File: config.mk
export PLATFORM = sky130hd
export DESIGN_NAME = alu_op_issuer_flat
export DESIGN_NICKNAME = d
export VERILOG_FILES = /design/src/rtl/alu_pkg.sv /design/src/rtl/alu_op_issuer_if.sv /design/src/rtl/alu_op_decode.sv /design/src/rtl/alu_op_issuer.sv /design/src/flat_wrapper.sv
export SDC_FILE = /design/constraint.sdc
export NUM_CORES = 1
export LEC_CHECK = 0
export CAP_MARGIN = 10
export CELL_PAD_IN_SITES_DETAIL_PLACEMENT = 1
export CELL_PAD_IN_SITES_GLOBAL_PLACEMENT = 1
export CORE_ASPECT_RATIO = 0.7
export CORE_MARGIN = 2
export CORE_UTILIZATION = 39
export CTS_CLUSTER_SIZE = 16
export DETAILED_ROUTE_END_ITERATION = 12
export PLACE_DENSITY_LB_ADDON = 0.15
export RECOVER_POWER = 50
export SLEW_MARGIN = 20
export SYNTH_ARGS = -nofsm -noshare
export SYNTH_HDL_FRONTEND = slang
export SYNTH_SLANG_ARGS = --single-unit
File: constraint.sdc
create_clock -name clk -period 4.7 [get_ports clk]
set_input_delay 0.47 -clock clk [delete_from_list [all_inputs] [get_ports clk]]
set_output_delay 0.47 -clock clk [all_outputs]
set_load 0.01 [all_outputs]
File: src/rtl/alu_pkg.sv
// Shared ALU issue definitions: 4-bit ALU op codes, MIPS opcode/funct constants, request struct.
package alu_pkg;

  localparam logic [3:0] ALU_AND = 4'b0000;
  localparam logic [3:0] ALU_OR  = 4'b0001;
  localparam logic [3:0] ALU_NOR = 4'b0010;
  localparam logic [3:0] ALU_ADD = 4'b0011;
  localparam logic [3:0] ALU_SUB = 4'b0100;
  localparam logic [3:0] ALU_SLL = 4'b0101;
  localparam logic [3:0] ALU_SRL = 4'b0111;
  localparam logic [3:0] ALU_LUI = 4'b1111;

  localparam logic [5:0] OPC_RTYPE = 6'h00;
  localparam logic [5:0] OPC_ADDI  = 6'h08;
  localparam logic [5:0] OPC_ANDI  = 6'h0C;
  localparam logic [5:0] OPC_ORI   = 6'h0D;
  localparam logic [5:0] OPC_LUI   = 6'h0F;

  localparam logic [5:0] FN_AND = 6'h24;
  localparam logic [5:0] FN_OR  = 6'h25;
  localparam logic [5:0] FN_NOR = 6'h27;
  localparam logic [5:0] FN_ADD = 6'h20;
  localparam logic [5:0] FN_SUB = 6'h22;
  localparam logic [5:0] FN_SLL = 6'h00;
  localparam logic [5:0] FN_SRL = 6'h02;

  typedef struct packed {
    logic [3:0]  op;
    logic [31:0] A;
    logic [31:0] B;
    logic [4:0]  Shamt;
  } alu_req_t;

endpackage

File: src/rtl/alu_op_issuer_if.sv
// Issuer bus: instruction/operand input handshake and decoded ALU request output handshake.
// master = issuer side, slave = upstream register-read stage plus downstream ALU/EX stage.
interface alu_op_issuer_if;
  logic        in_valid;
  logic        in_ready;
  logic [31:0] instr;
  logic [31:0] rs_data;
  logic [31:0] rt_data;
  logic        out_valid;
  logic        out_ready;
  logic [3:0]  ALUOperation;
  logic [31:0] A;
  logic [31:0] B;
  logic [4:0]  Shamt;
  logic        illegal;

  modport master (
    input  in_valid, instr, rs_data, rt_data, out_ready,
    output in_ready, out_valid, ALUOperation, A, B, Shamt, illegal
  );

  modport slave (
    output in_valid, instr, rs_data, rt_data, out_ready,
    input  in_ready, out_valid, ALUOperation, A, B, Shamt, illegal
  );
endinterface

File: src/rtl/alu_op_decode.sv
// Combinational MIPS decode into an ALU request; legal=0 for opcodes/functs the ALU lacks.
// Zero latency, no handshake of its own.
module alu_op_decode
  import alu_pkg::*;
(
  input  logic [31:0] instr,
  input  logic [31:0] rs_data,
  input  logic [31:0] rt_data,
  output alu_req_t    req,
  output logic        legal
);

  logic [5:0]  opcode;
  logic [5:0]  funct;
  logic [15:0] imm;
  // Register-specifier fields arrive already resolved as rs_data/rt_data.
  logic        unused_reg_fields;

  assign opcode            = instr[31:26];
  assign funct             = instr[5:0];
  assign imm               = instr[15:0];
  assign unused_reg_fields = ^instr[25:16];

  always_comb begin
    req   = '0;
    legal = 1'b1;
    req.A = rs_data;
    case (opcode)
      OPC_RTYPE: begin
        req.B     = rt_data;
        req.Shamt = instr[10:6];
        case (funct)
          FN_AND:  req.op = ALU_AND;
          FN_OR:   req.op = ALU_OR;
          FN_NOR:  req.op = ALU_NOR;
          FN_ADD:  req.op = ALU_ADD;
          FN_SUB:  req.op = ALU_SUB;
          FN_SLL:  req.op = ALU_SLL;
          FN_SRL:  req.op = ALU_SRL;
          default: legal  = 1'b0;
        endcase
      end
      OPC_ADDI: begin
        req.op = ALU_ADD;
        req.B  = {{16{imm[15]}}, imm};
      end
      OPC_ANDI: begin
        req.op = ALU_AND;
        req.B  = {16'h0000, imm};
      end
      OPC_ORI: begin
        req.op = ALU_OR;
        req.B  = {16'h0000, imm};
      end
      // The ALU itself shifts the immediate into the upper half.
      OPC_LUI: begin
        req.op = ALU_LUI;
        req.B  = {16'h0000, imm};
      end
      default: legal = 1'b0;
    endcase
  end

endmodule

File: src/rtl/alu_op_issuer.sv
// Decodes instructions into a DEPTH-entry FIFO feeding the ALU; 1 cycle in->out, in_ready = not full
// (independent of out_ready). `ALU_ISSUE_CNT_EN adds issued_cnt/illegal_cnt outputs.
module alu_op_issuer
  import alu_pkg::*;
#(
  parameter int DEPTH     = 2,
  parameter int CNT_WIDTH = 16
) (
  input  logic                 clk,
  input  logic                 reset,
  alu_op_issuer_if.master      bus
`ifdef ALU_ISSUE_CNT_EN
  ,
  output logic [CNT_WIDTH-1:0] issued_cnt,
  output logic [CNT_WIDTH-1:0] illegal_cnt
`endif
);

  localparam int PW = $clog2(DEPTH);
  localparam int CW = $clog2(DEPTH + 1);
  localparam logic [CW-1:0] FULL = CW'(DEPTH);

  alu_req_t        mem [DEPTH];
  alu_req_t        dec_req;
  alu_req_t        head;
  logic            dec_legal;
  logic [PW-1:0]   wptr;
  logic [PW-1:0]   rptr;
  logic [CW-1:0]   count;
  logic            illegal_q;
  logic            accept;
  logic            push;
  logic            pop;

  alu_op_decode u_decode (
    .instr   (bus.instr),
    .rs_data (bus.rs_data),
    .rt_data (bus.rt_data),
    .req     (dec_req),
    .legal   (dec_legal)
  );

  assign bus.in_ready  = (count < FULL);
  assign bus.out_valid = (count != '0);
  assign accept        = bus.in_valid && bus.in_ready;
  assign push          = accept && dec_legal;
  assign pop           = bus.out_valid && bus.out_ready;

  // Gating by out_valid makes the outputs read zero the moment reset empties the buffer.
  assign head             = bus.out_valid ? mem[rptr] : '0;
  assign bus.ALUOperation = head.op;
  assign bus.A            = head.A;
  assign bus.B            = head.B;
  assign bus.Shamt        = head.Shamt;
  assign bus.illegal      = illegal_q;

  always_ff @(posedge clk or posedge reset) begin
    if (reset) begin
      count     <= '0;
      wptr      <= '0;
      rptr      <= '0;
      illegal_q <= 1'b0;
    end else begin
      if (push) wptr <= wptr + PW'(1);
      if (pop)  rptr <= rptr + PW'(1);
      if (push && !pop)      count <= count + CW'(1);
      else if (pop && !push) count <= count - CW'(1);
      illegal_q <= accept && !dec_legal;
    end
  end

  always_ff @(posedge clk) begin
    if (push) mem[wptr] <= dec_req;
  end

`ifdef ALU_ISSUE_CNT_EN
  always_ff @(posedge clk or posedge reset) begin
    if (reset) begin
      issued_cnt  <= '0;
      illegal_cnt <= '0;
    end else begin
      if (pop)                   issued_cnt  <= issued_cnt + CNT_WIDTH'(1);
      if (accept && !dec_legal)  illegal_cnt <= illegal_cnt + CNT_WIDTH'(1);
    end
  end
`else
  localparam int unused_cnt_width = CNT_WIDTH;
`endif

endmodule

File: src/flat_wrapper.sv
// flat-port wrapper written by rule: the top's interface ports become plain ports
module alu_op_issuer_flat import alu_pkg::*;
#(
  parameter int DEPTH     = 2,
  parameter int CNT_WIDTH = 16
)
  (clk, reset, bus_in_valid, bus_instr, bus_rs_data, bus_rt_data, bus_out_ready, bus_in_ready, bus_out_valid, bus_ALUOperation, bus_A, bus_B, bus_Shamt, bus_illegal);
  alu_op_issuer_if bus_i ();
  input  logic clk;
  input  logic reset;
  input wire logic [$bits(bus_i.in_valid)-1:0] bus_in_valid;
  input wire logic [$bits(bus_i.instr)-1:0] bus_instr;
  input wire logic [$bits(bus_i.rs_data)-1:0] bus_rs_data;
  input wire logic [$bits(bus_i.rt_data)-1:0] bus_rt_data;
  input wire logic [$bits(bus_i.out_ready)-1:0] bus_out_ready;
  output wire logic [$bits(bus_i.in_ready)-1:0] bus_in_ready;
  output wire logic [$bits(bus_i.out_valid)-1:0] bus_out_valid;
  output wire logic [$bits(bus_i.ALUOperation)-1:0] bus_ALUOperation;
  output wire logic [$bits(bus_i.A)-1:0] bus_A;
  output wire logic [$bits(bus_i.B)-1:0] bus_B;
  output wire logic [$bits(bus_i.Shamt)-1:0] bus_Shamt;
  output wire logic [$bits(bus_i.illegal)-1:0] bus_illegal;
  assign bus_i.in_valid = bus_in_valid;
  assign bus_i.instr = bus_instr;
  assign bus_i.rs_data = bus_rs_data;
  assign bus_i.rt_data = bus_rt_data;
  assign bus_i.out_ready = bus_out_ready;
  assign bus_in_ready = bus_i.in_ready;
  assign bus_out_valid = bus_i.out_valid;
  assign bus_ALUOperation = bus_i.ALUOperation;
  assign bus_A = bus_i.A;
  assign bus_B = bus_i.B;
  assign bus_Shamt = bus_i.Shamt;
  assign bus_illegal = bus_i.illegal;
  alu_op_issuer #(.DEPTH(DEPTH), .CNT_WIDTH(CNT_WIDTH)) u_core (.clk(clk), .reset(reset), .bus(bus_i));
endmodule
==> results.py <==
metrics = {
    "outcome": {
        "outcome": "finished, final reports clean",
    },
    "sta": {
        "fin_crit_sh_pct": 75.2,
        "setup_viol": 0,
        "period_needed_ns": 3.54,
        "finalSetupTns_ns": 0,
        "timing.fmax_ghz": 0.283,
        "fin_skew_ns": 0.00885,
        "tightestPinTransition_ns": 1.23,
        "rsz0062_at_grt": "no",
        "hold_viol": 0,
        "slew_headroom_pct": 17.8,
        "drv_slew": 0,
    },
    "worst_hold_path": {
        "hold_path.class": "in -> async",
    },
    "drt": {
        "drt_iter0_drc": 259,
        "drcViolationCount": 0,
        "ant_nets": 0,
        "routed_via_density": 5.08,
        "wirelength_microns": 15300,
        "wire_per_inst_microns": 19.3,
        "dr.pass1.iters": 4,
        "num_vias": 4022,
    },
    "logic_synthesis": {
        "synth_edf_count": 146,
        "synth.area.top_cells": "edfxtp_1 69%, mux2i_1 12%, nor2_1 4.7%, a22o_1 2.2%, dfrtp_1 2.0%",
        "synth.area.mux_share_pct": 11.5,
        "synth_xor_area_share_pct": 0.692,
        "synth.largest_area_cell": "edfxtp_1",
        "synth-simple-area-share_pct": 7.57,
        "synth_cell_types": 34,
        "syn_avg_cell_area_sq_um": 15.4,
        "synth_common_cells": "146 x edfxtp_1, 80 x nor2_1, 73 x mux2i_1, 16 x a21o_1, 16 x a22o_1",
        "async_reset_ff_share_pct": 3.31,
        "netlist_area_sq_mm": 0.00633,
        "yosysSeqAreaShare_pct": 71.3,
        "synth_top_family_by_area": "multiplexers",
        "synthAdderAreaFrac_pct": 0.198,
        "ys.flop_type": "edfxtp_1",
        "synthesis.instances": 411,
        "ys_ff_latch": 151,
        "ys_warn_count": 0,
        "syn_nets": 512,
        "synth_most_common_cell": "edfxtp_1",
        "synth_top_area_share_pct": 69.3,
        "synth-compound-area-share_pct": 5.52,
    },
    "die": {
        "chipHeight_microns": 111,
        "num_io_pins": 176,
        "dieArea_sq_mm": 0.0173,
        "chipWidth_microns": 156,
        "start_util_pct": 40.3,
        "core_area_sq_mm": 0.0157,
        "rows": 38,
    },
    "clocking": {
        "ctsHoldBuffers": 0,
        "numCtsBuffers": 17,
        "clk-insertion-delay-late_ns": 0.42,
        "cts.sinks": 151,
        "ctsResizeCount": 0,
        "clk_pin_slew_ns": 0.05,
        "clock_path_buffers": 2,
        "postCtsSetupRepairBufs": 0,
        "clockRootBuffer": "clkbuf_16",
        "cts.htree.levels": 4,
        "tritoncts": "built",
    },
    "layout": {
        "fillers": 1543,
        "layout-drive-gt1-share_pct": 6.28,
        "area_growth_pct": 37.3,
        "multi_input_area_sq_mm": 0.00161,
        "ff_latch_area_sq_mm": 0.00451,
        "final_cells": 791,
        "nNetsFinal": 679,
    },
    "power_and_ir_drop": {
        "finalPower_mw": 4.43,
        "p_leak_nw": 3.39,
        "p_per_area_mw_per_mm2": 510,
        "vdd.ir_drop.worst_mv": 0.272,
    },
    "global_routing": {
        "grt_pass1_wl_microns": 23500,
        "grt_use_met3_pct": 6.36,
        "grt_pass1_vias": 4389,
        "antenna_found_initial": 3,
        "grt_max_degree": 74,
        "overflow": 0,
        "track_usage_pct": 18.0,
        "grt-busiest-layer": "met2",
        "gr-usage-met2_pct": 29.2,
        "grt_util_met1_pct": 22.1,
    },
    "critical_path": {
        "crit_type": "in -> reg",
        "arrival_ns": 3.57,
        "crit_fanout": 73,
        "start_kind": "input port",
        "required_ns": 4.73,
        "endpoint_kind": "register",
        "ff2ff_setup_slack_ns": 2.49,
    },
    "placed_design": {
        "routabilityCongestion": 0.783,
        "dp_hpwl_microns": 9700,
        "portBuffers": 165,
        "placedCellCount": 759,
    },
    "flow_run": {
        "max-cap-violations": 0,
    },
}
==> power breakdown <==
| group | switching, mW | leakage [nW] | internal, mW |
|---|---|---|---|
| combinational | 0.660 | 1.68 | 0.818 |
| clock | 0.504 | 0.272 | 0.814 |
| sequential | 0.125 | 1.44 | 1.50 |
==> per-stage QoR <==
stage	hold WS [ns]	setup slack [ns]	cell area, sq um	util (%)
6_report	0.395	1.16	8690	55.4
5_1_grt	0.394	0.967	8680	55.3
4_1_cts	0.250	1.46	8720	55.6
3_5_place_dp	0.579	1.40	8160	52.0
3_3_place_gp	0.550	1.47	8160	52.0
2_1_floorplan	0.249	0.0381	6330	-
==> final timing paths <==
kind / start / to / cells after the start
setup reg to reg: u_core.count[1] / u_core.mem[0][12] / 4
setup / recovery: bus_instr[29] / u_core.mem[0][12] / 6
hold reg to reg: u_core.count[0] / u_core.count[0] / 1
hold / removal: reset / u_core.rptr / 2
max in group asynchronous: reset / u_core.rptr / 2
min in group clk: u_core.count[0] / u_core.count[0] / 1
==> worst max-delay path, cell delays in order <==
cell           delay (ns)
dlygate4sd3_1        0.57
nor3b_1              0.42
o21a_1               0.72
a21oi_1              0.33
nor2_4               0.17
clkbuf_4             0.87
==> flip-flops by register name, indices dropped and copies added (netlist names) <==
| name | cells |
|---|---|
| u_core.rptr | 1 |
| u_core.count | 2 |
| u_core.mem | 146 |
| u_core.bus.illegal | 1 |
| u_core.wptr | 1 |
==> cells by family after synthesis <==
family / after synthesis
multiplexers: 73
XOR/XNOR: 5
adder cells (fa/ha/maj): 1
buffers and inverters: 31
flip-flops: 151
AO/OA/AOI/OAI: 44
AND/OR/NAND/NOR: 106
==> cell usage in the layout, fill, tap and decap left out, drive strengths merged, types with 2 or more instances in the layout <==
master and instances:
xnor2 3, xor2 2, clkbuf 19, nand3 5, diode 2, clkinv 8
clkinvlp 2, nand2 4, a22o 16, o21ai 3, nor3 2, dlygate4sd3 37
clkdlybuf4s50 128, dfrtp 5, o2bb2ai 2, a21o 16, and2 3, buf 6
inv 6, bufinv 3, nand2b 2, nor2 80, nor3b 2, mux2i 73
edfxtp 146, and3 7
==> layout make-up <==
class	instances	share of cell area (%)
tap	200	2.88
antenna	2	0.0576
clock inverter	13	1.60
sequential	151	52.0
timing repair buffer	173	19.8
clock buffer	17	4.90
multi-input combinational	229	18.5
inverter	6	0.259
==> layer usage <==
metal	part of all wire (%)	routed length [microns]
met4	1.9	289
met2	48	7260
met1	44	6710
met5	0.085	13
met3	6.5	994
Power figures use the tool's default switching activity.
